$ cat src/rtl/ftm_pkg.sv
// Shared definitions for the FTM timestamp unit: default widths, the
// per-clock picosecond step and the capture-channel state encoding.

`ifndef NUM_CLK_PER_US
`define NUM_CLK_PER_US 100
`endif

package ftm_pkg;

    // Returns the picoseconds covered by one clock at the given rate in MHz.
    function automatic int ps_per_clk_calc(input int clk_per_us);
        return 1_000_000 / clk_per_us;
    endfunction

    localparam int NUM_CLK_PER_US  = `NUM_CLK_PER_US;
    localparam int TIME_WIDTH_DEF  = 48;
    localparam int EPOCH_WIDTH_DEF = 8;
    localparam int NUM_CH_DEF      = 2;
    localparam int PS_PER_CLK_DEF  = ps_per_clk_calc(NUM_CLK_PER_US);

    // Capture channel: EMPTY holds nothing new, FULL holds a capture awaiting ack.
    typedef enum logic {
        CH_EMPTY = 1'b0,
        CH_FULL  = 1'b1
    } ch_state_t;

endpackage

$ cat src/rtl/ftm_tsu_if.sv
// Capture bus between the timestamp unit and its event sources/consumers.
// The master side raises events and acknowledges captures; the slave side
// (the timestamp unit) returns the captured time, epoch and status flags.

interface ftm_tsu_if
    import ftm_pkg::*;
#(
    parameter int NUM_CH      = NUM_CH_DEF,
    parameter int TIME_WIDTH  = TIME_WIDTH_DEF,
    parameter int EPOCH_WIDTH = EPOCH_WIDTH_DEF
);

    logic [NUM_CH-1:0]             ev;
    logic [NUM_CH-1:0]             ack;
    logic [NUM_CH*TIME_WIDTH-1:0]  ts_time;
    logic [NUM_CH*EPOCH_WIDTH-1:0] ts_epoch;
    logic [NUM_CH-1:0]             ts_valid;
    logic [NUM_CH-1:0]             ts_overrun;

    modport master (
        output ev,
        output ack,
        input  ts_time,
        input  ts_epoch,
        input  ts_valid,
        input  ts_overrun
    );

    modport slave (
        input  ev,
        input  ack,
        output ts_time,
        output ts_epoch,
        output ts_valid,
        output ts_overrun
    );

endinterface

$ cat src/rtl/ftm_ts_capture.sv
// One timestamp capture channel. An event latches the time and epoch seen
// in the same cycle; the capture is held until acknowledged. Events that
// arrive while a capture is pending are dropped and flagged as overrun.

module ftm_ts_capture
    import ftm_pkg::*;
#(
    parameter int TIME_WIDTH  = TIME_WIDTH_DEF,
    parameter int EPOCH_WIDTH = EPOCH_WIDTH_DEF
) (
    input  logic                   clk,
    input  logic                   rstn,
    input  logic                   ev,
    input  logic                   ack,
    input  logic [TIME_WIDTH-1:0]  time_in,
    input  logic [EPOCH_WIDTH-1:0] epoch_in,
    output logic [TIME_WIDTH-1:0]  ts_time,
    output logic [EPOCH_WIDTH-1:0] ts_epoch,
    output logic                   ts_valid,
    output logic                   ts_overrun
);

    ch_state_t state;
    ch_state_t state_next;
    logic      capture;
    logic      overrun_next;

    // State, overrun flag and captured values; capture registers hold
    // their last value when the channel empties.
    always_ff @(posedge clk or negedge rstn) begin
        if (!rstn) begin
            state      <= CH_EMPTY;
            ts_overrun <= 1'b0;
            ts_time    <= '0;
            ts_epoch   <= '0;
        end else begin
            state      <= state_next;
            ts_overrun <= overrun_next;
            if (capture) begin
                ts_time  <= time_in;
                ts_epoch <= epoch_in;
            end
        end
    end

    // Next state, capture strobe and overrun update.
    always_comb begin
        state_next   = state;
        capture      = 1'b0;
        overrun_next = ts_overrun;
        case (state)
            CH_EMPTY: begin
                // An ack with nothing pending has no effect.
                if (ev) begin
                    capture    = 1'b1;
                    state_next = CH_FULL;
                end
            end
            CH_FULL: begin
                if (ack) begin
                    // Acknowledge frees the slot, so a coincident event is
                    // taken as a fresh capture rather than an overrun.
                    overrun_next = 1'b0;
                    if (ev) begin
                        capture = 1'b1;
                    end else begin
                        state_next = CH_EMPTY;
                    end
                end else if (ev) begin
                    overrun_next = 1'b1;
                end
            end
            default: begin
                state_next = CH_EMPTY;
            end
        endcase
    end

    assign ts_valid = (state == CH_FULL);

endmodule

$ cat src/rtl/ftm_tsu.sv
// FTM timestamp unit: a free-running picosecond time counter with an epoch
// counter that advances on every wrap or software load, plus NUM_CH
// independent capture channels sampling the pre-update time and epoch.

module ftm_tsu
    import ftm_pkg::*;
#(
    parameter int TIME_WIDTH  = TIME_WIDTH_DEF,
    parameter int PS_PER_CLK  = PS_PER_CLK_DEF,
    parameter int NUM_CH      = NUM_CH_DEF,
    parameter int EPOCH_WIDTH = EPOCH_WIDTH_DEF
) (
    input  logic                   clk,
    input  logic                   rstn,
    input  logic                   enable,
    input  logic                   load_valid,
    input  logic [TIME_WIDTH-1:0]  load_value,
    output logic [TIME_WIDTH-1:0]  time_now,
    output logic [EPOCH_WIDTH-1:0] epoch,
    output logic                   wrap,
    ftm_tsu_if.slave               cap
);

    // One extra bit on the step so the adder's carry marks a wrap.
    localparam logic [TIME_WIDTH:0] STEP = (TIME_WIDTH + 1)'(PS_PER_CLK);

    logic [TIME_WIDTH:0] sum;

    logic [TIME_WIDTH-1:0]  ch_time     [NUM_CH];
    logic [EPOCH_WIDTH-1:0] ch_epoch    [NUM_CH];
    logic                   ch_valid    [NUM_CH];
    logic                   ch_overrun  [NUM_CH];

    assign sum = {1'b0, time_now} + STEP;

    // Time and epoch counters. A load wins over an increment and never
    // reports a wrap; wrap is a single-cycle pulse following the overflow.
    always_ff @(posedge clk or negedge rstn) begin
        if (!rstn) begin
            time_now <= '0;
            epoch    <= '0;
            wrap     <= 1'b0;
        end else if (load_valid) begin
            time_now <= load_value;
            epoch    <= epoch + EPOCH_WIDTH'(1);
            wrap     <= 1'b0;
        end else if (enable) begin
            time_now <= sum[TIME_WIDTH-1:0];
            wrap     <= sum[TIME_WIDTH];
            if (sum[TIME_WIDTH]) begin
                epoch <= epoch + EPOCH_WIDTH'(1);
            end
        end else begin
            wrap <= 1'b0;
        end
    end

    // Every channel sees the same current-cycle time and epoch, so
    // simultaneous events produce identical captures.
    for (genvar i = 0; i < NUM_CH; i++) begin : g_ch
        ftm_ts_capture #(
            .TIME_WIDTH  (TIME_WIDTH),
            .EPOCH_WIDTH (EPOCH_WIDTH)
        ) u_capture (
            .clk        (clk),
            .rstn       (rstn),
            .ev         (cap.ev[i]),
            .ack        (cap.ack[i]),
            .time_in    (time_now),
            .epoch_in   (epoch),
            .ts_time    (ch_time[i]),
            .ts_epoch   (ch_epoch[i]),
            .ts_valid   (ch_valid[i]),
            .ts_overrun (ch_overrun[i])
        );
    end

    // Pack per-channel results onto the bus, channel i in slice i.
    always_comb begin
        cap.ts_time    = '0;
        cap.ts_epoch   = '0;
        cap.ts_valid   = '0;
        cap.ts_overrun = '0;
        for (int i = 0; i < NUM_CH; i++) begin
            cap.ts_time[i*TIME_WIDTH +: TIME_WIDTH]    = ch_time[i];
            cap.ts_epoch[i*EPOCH_WIDTH +: EPOCH_WIDTH] = ch_epoch[i];
            cap.ts_valid[i]                            = ch_valid[i];
            cap.ts_overrun[i]                          = ch_overrun[i];
        end
    end

endmodule

$ cat src/flat_wrapper.sv
// flat-port wrapper written by rule: the top's interface ports become plain ports
module ftm_tsu_flat import ftm_pkg::*;
#(
    parameter int TIME_WIDTH  = TIME_WIDTH_DEF,
    parameter int PS_PER_CLK  = PS_PER_CLK_DEF,
    parameter int NUM_CH      = NUM_CH_DEF,
    parameter int EPOCH_WIDTH = EPOCH_WIDTH_DEF
)
  (clk, rstn, enable, load_valid, load_value, time_now, epoch, wrap, cap_ev, cap_ack, cap_ts_time, cap_ts_epoch, cap_ts_valid, cap_ts_overrun);
  ftm_tsu_if #(.NUM_CH(NUM_CH), .TIME_WIDTH(TIME_WIDTH), .EPOCH_WIDTH(EPOCH_WIDTH)) cap_i ();
  input  logic clk;
  input  logic rstn;
  input  logic enable;
  input  logic load_valid;
  input  logic [TIME_WIDTH-1:0] load_value;
  output logic [TIME_WIDTH-1:0] time_now;
  output logic [EPOCH_WIDTH-1:0] epoch;
  output logic wrap;
  input wire logic [$bits(cap_i.ev)-1:0] cap_ev;
  input wire logic [$bits(cap_i.ack)-1:0] cap_ack;
  output wire logic [$bits(cap_i.ts_time)-1:0] cap_ts_time;
  output wire logic [$bits(cap_i.ts_epoch)-1:0] cap_ts_epoch;
  output wire logic [$bits(cap_i.ts_valid)-1:0] cap_ts_valid;
  output wire logic [$bits(cap_i.ts_overrun)-1:0] cap_ts_overrun;
  assign cap_i.ev = cap_ev;
  assign cap_i.ack = cap_ack;
  assign cap_ts_time = cap_i.ts_time;
  assign cap_ts_epoch = cap_i.ts_epoch;
  assign cap_ts_valid = cap_i.ts_valid;
  assign cap_ts_overrun = cap_i.ts_overrun;
  ftm_tsu #(.TIME_WIDTH(TIME_WIDTH), .PS_PER_CLK(PS_PER_CLK), .NUM_CH(NUM_CH), .EPOCH_WIDTH(EPOCH_WIDTH)) u_core (.clk(clk), .rstn(rstn), .enable(enable), .load_valid(load_valid), .load_value(load_value), .time_now(time_now), .epoch(epoch), .wrap(wrap), .cap(cap_i));
endmodule
$ cat config.mk
export PLATFORM = sky130hd
export DESIGN_NAME = ftm_tsu_flat
export DESIGN_NICKNAME = d
export VERILOG_FILES = /design/src/rtl/ftm_pkg.sv /design/src/rtl/ftm_tsu_if.sv /design/src/rtl/ftm_ts_capture.sv /design/src/rtl/ftm_tsu.sv /design/src/flat_wrapper.sv
export SDC_FILE = /design/constraint.sdc
export NUM_CORES = 1
export LEC_CHECK = 0
export BUFFER_PORTS_ARGS = -buffer_cell sky130_fd_sc_hd__buf_2
export CORE_AREA = 10 10 139 141
export CTS_BUF_LIST = sky130_fd_sc_hd__clkbuf_2
export DETAILED_ROUTE_END_ITERATION = 12
export DIE_AREA = 0 0 149 151
export PLACE_DENSITY = 0.71
export SETUP_SLACK_MARGIN = 0.05
export SLEW_MARGIN = 10
export SYNTH_ARGS = -nofsm -noshare
export SYNTH_HDL_FRONTEND = slang
export SYNTH_SLANG_ARGS = --single-unit
$ cat constraint.sdc
create_clock -name clk -period 3.1 [get_ports clk]
set_clock_uncertainty 0.2 [all_clocks]
set_input_delay 0 -clock clk [delete_from_list [all_inputs] [get_ports clk]]
set_output_delay 0 -clock clk [all_outputs]
set_load 0.01 [all_outputs]
==> results_tabular.tex, run 1 <==
\begin{tabular}{lr}
\hline
Metric & Value \\
\hline
\multicolumn{2}{l}{\textbf{Synth}} \\
Synthesized-area fraction occupied by xor and xnor cells & 0.0600 \\
Net count after synthesis & 639 \\
Syn avg cell area & 12.6 um\^{}2 \\
Largest family of logic cells by synthesized area & multiplexers \\
Number of unique standard cell types used by synthesis & 36 \\
Adder-cell area share of the yosys netlist & 0.00343 \\
Number of register bits inferred by synthesis & 173 \\
Post-synthesis sequential area ratio & 0.593 \\
Share of Yosys cell area claimed by the top area cell type & 0.593 \\
Async set-or-reset flop fraction in the synthesized netlist & 1.00 \\
Most numerous cell in the Yosys netlist & dfrtp\_1 \\
Count of mapped cells out of synthesis & 581 \\
Portion of netlist area occupied by mux cells & 0.176 \\
Top cells by instance count after synthesis & 173 x dfrtp\_1, 113 x mux2\_2, 72 x nand2\_1 \\
Number of flops mapped to enable cells by yosys & 0 \\
Synth Flop Type & dfrtp\_1 \\
Total of warnings raised by yosys & 0 \\
Synthesized cell area & 0.00730 mm\^{}2 \\
Simple-gate portion of the synthesized area & 0.105 \\
Synthesized-area fraction occupied by ao, oa, aoi and oai cells & 0.0428 \\
Top cell type by total area after synthesis & dfrtp\_1 \\
Main area contributors after synthesis & dfrtp\_1 59\%, mux2\_2 17\%, nand2\_1 3.7\% \\
\multicolumn{2}{l}{\textbf{Place}} \\
Global placer's final weighted congestion & 0.774 \\
Number of port buffers & 228 \\
Instance area after placement & 0.00871 mm\^{}2 \\
Number of instances in the placed design & 1009 \\
Final HPWL from detailed placement & 14100 um \\
\multicolumn{2}{l}{\textbf{STA}} \\
Clock period minus final worst setup slack & 2.89 ns \\
RSZ-0062 raised after global routing & no \\
Setup TNS Final & 0 ns \\
Final cycle utilization of the critical path & 0.933 \\
Count of final max-slew check failures & 0 \\
Final setup violation count & 0 \\
Hold Vio Cnt, Final & 0 \\
Worst-case hold slack & 0.186 ns \\
Actual slew at the worst max-slew pin & 0.763 ns \\
FMAX & 346 MHz \\
Relative slew slack & 0.491 \\
\multicolumn{2}{l}{\textbf{Routing}} \\
Via count normalized by instance count & 5.02 \\
DRC violation count after routing & 0 \\
Top routing layer in use & met4 \\
Remaining number of nets flagged by the antenna check after routing & 0 \\
Number of DRC markers after the initial detailed-route iteration & 304 \\
Metal3 WL & 1620 um \\
Total detailed-routing wirelength & 22700 um \\
Detailed route wirelength on metal2 & 11500 um \\
Routed length per placed instance & 18.3 um \\
Number of vias after detailed routing & 6214 \\
Initial DRT Pass Iterations & 4 \\
Met1 layer wirelength in the final routing & 8800 um \\
\multicolumn{2}{l}{\textbf{Worst setup path}} \\
Max incr delay on CP & 0.56 ns \\
Maximum fanout encountered on the critical timing path & 10 \\
Flop2flop setup slack & 0.21 ns \\
Setup crit end & u\_core.time\_now[37] \\
RR Startpoint & u\_core.time\_now[16] \\
Depth of the critical timing path with buffers and inverters included & 7 \\
CP startpoint & u\_core.time\_now[16] \\
Startpoint class of the critical path & register \\
Critical path data arrival time & 3.36 ns \\
Kind of critical path & reg2reg \\
Endpoint kind of the worst setup timing path & register \\
Critical path, cell by cell & and3\_1, and4\_2, nand4b\_4, nor3\_1, xor2\_1, mux2\_2, dlygate4sd3\_1 \\
Data required time at the worst endpoint & 3.56 ns \\
Worst r2r path cells & 7 \\
Delay-heaviest family, CP & simple AND/OR/NAND/NOR gates \\
Capture instance of the worst register-to-register path & u\_core.time\_now[37] \\
Crit path buf inv count & 1 \\
Highest-delay cell along the critical path & dlygate4sd3\_1 \\
\multicolumn{2}{l}{\textbf{Clocking}} \\
Clock-pin slew on the worst setup and hold paths & 0.23 ns \\
Maximum clock insertion buffer count & 2 \\
Sinks on Clock Net & 173 \\
TritonCTS clock tree & done \\
H-Tree Depth & 4 \\
Root cell of the clock tree & clkbuf\_2 \\
Number of buffers created by CTS & 17 \\
Clk Latency, worst-skew pair & 0.76 ns \\
\multicolumn{2}{l}{\textbf{GRT}} \\
First-pass GRT wire length & 36200 um \\
Global-route congestion overflow total & 0 \\
Number of antenna violations at the first check in global routing & 1 \\
Via count of the first global-routing pass & 6741 \\
Total routing usage reported by global routing & 0.203 \\
Largest net degree at the start of global routing & 88 \\
\multicolumn{2}{l}{\textbf{Power}} \\
Switching power & 2010 uW \\
Part of the total power dissipated in the clock network & 0.170 \\
Part of the total power dissipated in sequential elements & 0.524 \\
Power density over the cells & 537 mW/mm\^{}2 \\
Cell-internal power & 3850 uW \\
Relative contribution of combinational cells to total power & 0.307 \\
IR Drop Worst-Case VDD & 0.398 mV \\
Cell leakage power & 0.00506 uW \\
Switching part of the total & 0.343 \\
\multicolumn{2}{l}{\textbf{Finish}} \\
Finished Layout Cells & 1239 \\
Cell area after layout & 0.0109 mm\^{}2 \\
Post-synthesis to final-layout area growth & 49.1\% \\
Share of final-layout standard cells stronger than drive strength 1 & 0.384 \\
Final \#Nets & 1064 \\
\multicolumn{2}{l}{\textbf{Floorplan}} \\
Core ar. & 0.0165 mm\^{}2 \\
I/O pin count & 229 \\
Total die area & 0.0225 mm\^{}2 \\
Starting utilization of the core area & 0.444 \\
Number of core rows & 47 \\
Die W & 149 um \\
DIE HEIGHT & 151 um \\
\multicolumn{2}{l}{\textbf{Worst hold path}} \\
Hold/Removal Path Class & in2reg \\
\multicolumn{2}{l}{\textbf{Run}} \\
Max cap viols & 0 \\
\multicolumn{2}{l}{\textbf{Status}} \\
Outcome & complete, no violations \\
\hline
\end{tabular}
cell type report:
class	count	area, um^2
antenna	1	2.50
clock buffer	20	100
clock inverter	11	72.6
fill	1216	5570
inverter	7	26.3
multi-input combinational	373	2850
sequential	173	4330
tap	220	275
timing repair buffer	434	3240
worst reg2reg max path: cells and delay by family, from the launching register on:
kind	cells	cell delay (ns)
and+or+nand+nor	4	1.18
buffers and inverters	1	0.56
DFF	1	0.51
muxes	1	0.27
xor gates and xnor gates	1	0.10
worst min path at each step:
stage | end | start | slack, ns | depth (start not counted)
4_1_cts | u_core.time_now[44] | load_valid | 0.08 | 4
5_1_grt | u_core.time_now[44] | load_valid | 0.12 | 4
3_5_place_dp | u_core.g_ch[0].u_capture.ts_time[18] | rstn | -0.27 | 1
2_1_floorplan | u_core.epoch[0] | rstn | -0.50 | 0
6_report | u_core.time_now[44] | load_valid | 0.19 | 4
3_3_place_gp | u_core.g_ch[0].u_capture.ts_time[18] | rstn | -0.27 | 1
power groups by stage:
stage / clock network, uW / logic, uW / registers (uW)
after floorplan: 0 / 588 / 3260
final: 992 / 1800 / 3060
after global routing: 1120 / 1940 / 3140
after detailed placement: 0 / 1550 / 3100
after global placement: 0 / 1530 / 3080
after CTS: 1030 / 1790 / 3060
flip-flops by register name, summed over array words and instances (netlist names):
register                          flops
u_core.time_now                      48
u_core.g_ch.u_capture.ts_time        96
u_core.epoch                          8
u_core.g_ch.u_capture.ts_epoch       16
u_core.g_ch.u_capture.ts_valid        2
u_core.g_ch.u_capture.ts_overrun      2
u_core.wrap                           1
layout by cell type (no fill, tap or decap), drive strengths merged, types with 2 or more instances in the layout:
cell type	n
nor2	11
a21oi	7
and3	8
dlygate4sd3	197
nand4	19
xnor2	29
and4	2
clkinv	7
nand3	11
dfrtp	173
ha	2
and2	2
nor4	4
clkbuf	20
inv	7
mux2	113
o21ai	49
nor3	9
xor2	21
nand2b	5
nand2	72
clkinvlp	4
buf	237
routing by layer:
layer	GRT usage	up-vias
met5	0	-
met4	0.0937	0
met3	0.0650	51
met2	0.346	215
met1	0.228	3074
li1	-	2874
per-stage QoR:
stage / power, uW / setup slack (ns) / utilization
after floorplan: 3850 / 0.802 / -
after global routing: 6190 / 0.0568 / 0.661
after global placement: 4610 / 0.649 / 0.529
after detailed placement: 4650 / 0.607 / 0.529
final: 5850 / 0.207 / 0.661
after CTS: 5880 / 0.228 / 0.660
logic make-up after synthesis:
family / count (synthesis)
muxes: 114
buffers and inverters: 35
DFF: 173
AOI/OAI and AO/OA: 58
and+or+nand+nor: 149
adders and majority gates: 2
xor gates and xnor gates: 50
timing repair:
action,in CTS,in global routing
buffers inserted,0,0
hold endpoints to repair,277,0
gates resized for setup,0,3
endpoints found under the setup margin,0,5
hold buffers,198,0
Note: power is estimated with default switching activity, not from simulation.
==> run 2: changes to the inputs <==
==> constraint.sdc (replaced) <==
create_clock -name clk -period 3.1 [get_ports clk]
set_clock_uncertainty 0.2 [all_clocks]
set_input_delay 0.465 -clock clk [delete_from_list [all_inputs] [get_ports clk]]
set_output_delay 0.465 -clock clk [all_outputs]
set_load 0.01 [all_outputs]
==> results_tabular.tex, run 2 (same netlist as run 1, synthesis figures left out) <==
\begin{tabular}{lr}
\hline
Metric & Value \\
\hline
\multicolumn{2}{l}{\textbf{Clocking}} \\
Maximum clock insertion buffer count & 2 (unchanged) \\
Post-CTS sizing & 0 (unchanged) \\
TritonCTS clock tree & done \\
Sinks on Clock Net & 173 (unchanged) \\
Number of buffers created by CTS & 17 (unchanged) \\
Clock-pin slew on the worst setup and hold paths & 0.23 ns (about the same) \\
Root cell of the clock tree & clkbuf\_2 \\
H-Tree Depth & 4 (unchanged) \\
Clk Latency, worst-skew pair & 0.71 ns (-0.05 ns) \\
\multicolumn{2}{l}{\textbf{STA}} \\
FMAX & 375 MHz (+8.6\%) \\
Setup TNS Final & 0 ns (unchanged) \\
Count of final max-slew check failures & 0 (unchanged) \\
Final cycle utilization of the critical path & 0.859 (-0.0739) \\
Relative slew slack & 0.522 (+0.0303) \\
Final setup violation count & 0 (unchanged) \\
Clock period minus final worst setup slack & 2.66 ns (-0.229 ns) \\
Actual slew at the worst max-slew pin & 0.717 ns (-0.0454 ns) \\
RSZ-0062 raised after global routing & no \\
Hold Vio Cnt, Final & 0 (unchanged) \\
\multicolumn{2}{l}{\textbf{Finish}} \\
Post-synthesis to final-layout area growth & 31.4\% \\
Share of final-layout standard cells stronger than drive strength 1 & 0.442 (+0.0575) \\
Final \#Nets & 926 (-13\%) \\
Combined area of the multi-input logic cells & 0.00283 mm\^{}2 (-0.53\%) \\
Number of flip-flops in the largest register & 96 (unchanged) \\
Registers with the most flip-flops & u\_core.g\_ch.u\_capture.ts\_time (96), u\_core.time\_now (48), u\_core.g\_ch.u\_capture.ts\_epoch (16) \\
Reg with most FFs & u\_core.g\_ch.u\_capture.ts\_time \\
Most common cell after layout, fill and taps aside & buf\_2 \\
Finished Layout Cells & 1102 (-11\%) \\
Fill count & 1358 (+12\%) \\
Area used by sequential logic in the layout & 0.00433 mm\^{}2 (about the same) \\
Commonest cells after routing, fill and taps aside & 227 x buf\_2, 173 x dfrtp\_1, 113 x mux2\_2 \\
\multicolumn{2}{l}{\textbf{Floorplan}} \\
Die W & 149 um (unchanged) \\
Starting utilization of the core area & 0.444 (unchanged) \\
I/O pin count & 229 (unchanged) \\
Core ar. & 0.0165 mm\^{}2 (unchanged) \\
Total die area & 0.0225 mm\^{}2 (unchanged) \\
DIE HEIGHT & 151 um (unchanged) \\
Number of core rows & 47 (unchanged) \\
\multicolumn{2}{l}{\textbf{GRT}} \\
Total routing usage reported by global routing & 0.173 (-0.0296) \\
First-pass GRT wire length & 31200 um (-14\%) \\
Global-route congestion overflow total & 0 (unchanged) \\
Largest net degree at the start of global routing & 81 (-8.0\%) \\
Number of antenna violations at the first check in global routing & 1 (unchanged) \\
Via count of the first global-routing pass & 5736 (-15\%) \\
\multicolumn{2}{l}{\textbf{Worst hold path}} \\
Hold path start & enable \\
Cells on Worst Hold Path & 4 (unchanged) \\
Hold/Removal Path Class & in2reg \\
\multicolumn{2}{l}{\textbf{Worst setup path}} \\
Endpoint kind of the worst setup timing path & register \\
CP startpoint & u\_core.time\_now[5] \\
Kind of critical path & reg2reg \\
RR Startpoint & u\_core.time\_now[5] \\
Critical path data arrival time & 3.06 ns (-0.30 ns) \\
Worst r2r path cells & 6 (-1) \\
Data required time at the worst endpoint & 3.49 ns (-0.07 ns) \\
Maximum fanout encountered on the critical timing path & 8 (-2) \\
Startpoint class of the critical path & register \\
\multicolumn{2}{l}{\textbf{Status}} \\
Outcome & complete, no violations \\
\multicolumn{2}{l}{\textbf{Routing}} \\
Total detailed-routing wirelength & 19500 um (-14\%) \\
Number of vias after detailed routing & 5517 (-11\%) \\
Number of DRC markers after the initial detailed-route iteration & 208 (-32\%) \\
DRC violation count after routing & 0 (unchanged) \\
Remaining number of nets flagged by the antenna check after routing & 0 (unchanged) \\
Via count normalized by instance count & 5.01 (-0.18\%) \\
Initial DRT Pass Iterations & 4 (unchanged) \\
Routed length per placed instance & 17.7 um (-3.5\%) \\
\multicolumn{2}{l}{\textbf{Place}} \\
Final HPWL from detailed placement & 13700 um (-2.5\%) \\
Global placer's final weighted congestion & 0.784 (+1.3\%) \\
Number of port buffers & 228 (unchanged) \\
Number of instances in the placed design & 1008 (-0.099\%) \\
\multicolumn{2}{l}{\textbf{Power}} \\
Power density over the cells & 618 mW/mm\^{}2 (+15\%) \\
Cell leakage power & 0.00456 uW (-9.8\%) \\
Cell-internal power & 4020 uW (+4.6\%) \\
Switching power & 1910 uW (-4.7\%) \\
Part of the total power dissipated in sequential elements & 0.516 (-0.008) \\
IR Drop Worst-Case VDD & 0.324 mV (-19\%) \\
Relative contribution of combinational cells to total power & 0.266 (-0.041) \\
Part of the total power dissipated in the clock network & 0.218 (+0.048) \\
Switching part of the total & 0.322 (-0.0207) \\
\multicolumn{2}{l}{\textbf{Run}} \\
Max cap viols & 0 (unchanged) \\
\hline
\end{tabular}
==> run 2: area by class of cell <==
type	count	share of cell area
Tap cell	220	0.0287
Inverter	7	0.00274
Sequential cell	173	0.451
Antenna cell	1	0.000261
Clock inverter	12	0.0177
Multi-Input combinational cell	373	0.295
Timing Repair Buffer	296	0.194
Clock buffer	20	0.0104
==> run 2: worst paths after layout <==
check / end / slack (ns)
setup reg to reg: u_core.epoch[1] / 0.44
min in group asynchronous: u_core.g_ch[0].u_capture.ts_time[18] / 0.13
max in group asynchronous: u_core.g_ch[0].u_capture.ts_time[30] / 1.87
setup / recovery: u_core.epoch[1] / 0.44
hold / removal: u_core.time_now[8] / 0.09
hold reg to reg: u_core.g_ch[0].u_capture.ts_time[38] / 0.31
==> run 2: metal layers <==
metal,part of all wire,track usage
met5,0,0
met4,0.022,0.0648
met3,0.071,0.0597
met2,0.49,0.285
met1,0.41,0.207
==> run 2: critical path: stages (launching register included) <==
cell and delay, ns:
dfrtp_1 0.53, ha_1 0.23, nand3_1 0.16, nand2_1 0.30
nand4_4 0.25, o31ai_4 0.49, mux2_2 0.39
==> run 2: what timing repair did <==
action / CTS / global route
endpoints found under the hold margin: 141 / 0
hold buffers: 61 / 0
setup endpoints to repair: 0 / 0
setup buffers: 0 / 0
==> run 2: stage by stage <==
step	utilization	cell area (um^2)	total power, uW	hold slack [ns]	setup slack, ns
2_1_floorplan	-	7300	3850	-0.0306	0.802
3_3_place_gp	0.529	8710	4590	0.258	0.425
3_5_place_dp	0.529	8710	4640	0.266	0.386
4_1_cts	0.583	9590	6010	0.00628	0.456
5_1_grt	0.583	9600	6300	0.0209	0.280
6_report	0.583	9600	5930	0.0866	0.436
==> run 2: power by group through the flow <==
| stage | Clock, uW | Combinational [uW] | Sequential (uW) |
|---|---|---|---|
| detailed placement | 0 | 1530 | 3110 |
| finish | 1300 | 1580 | 3060 |
| floorplan | 0 | 588 | 3260 |
| CTS | 1330 | 1610 | 3060 |
| global placement | 0 | 1510 | 3090 |
| global route | 1430 | 1730 | 3140 |
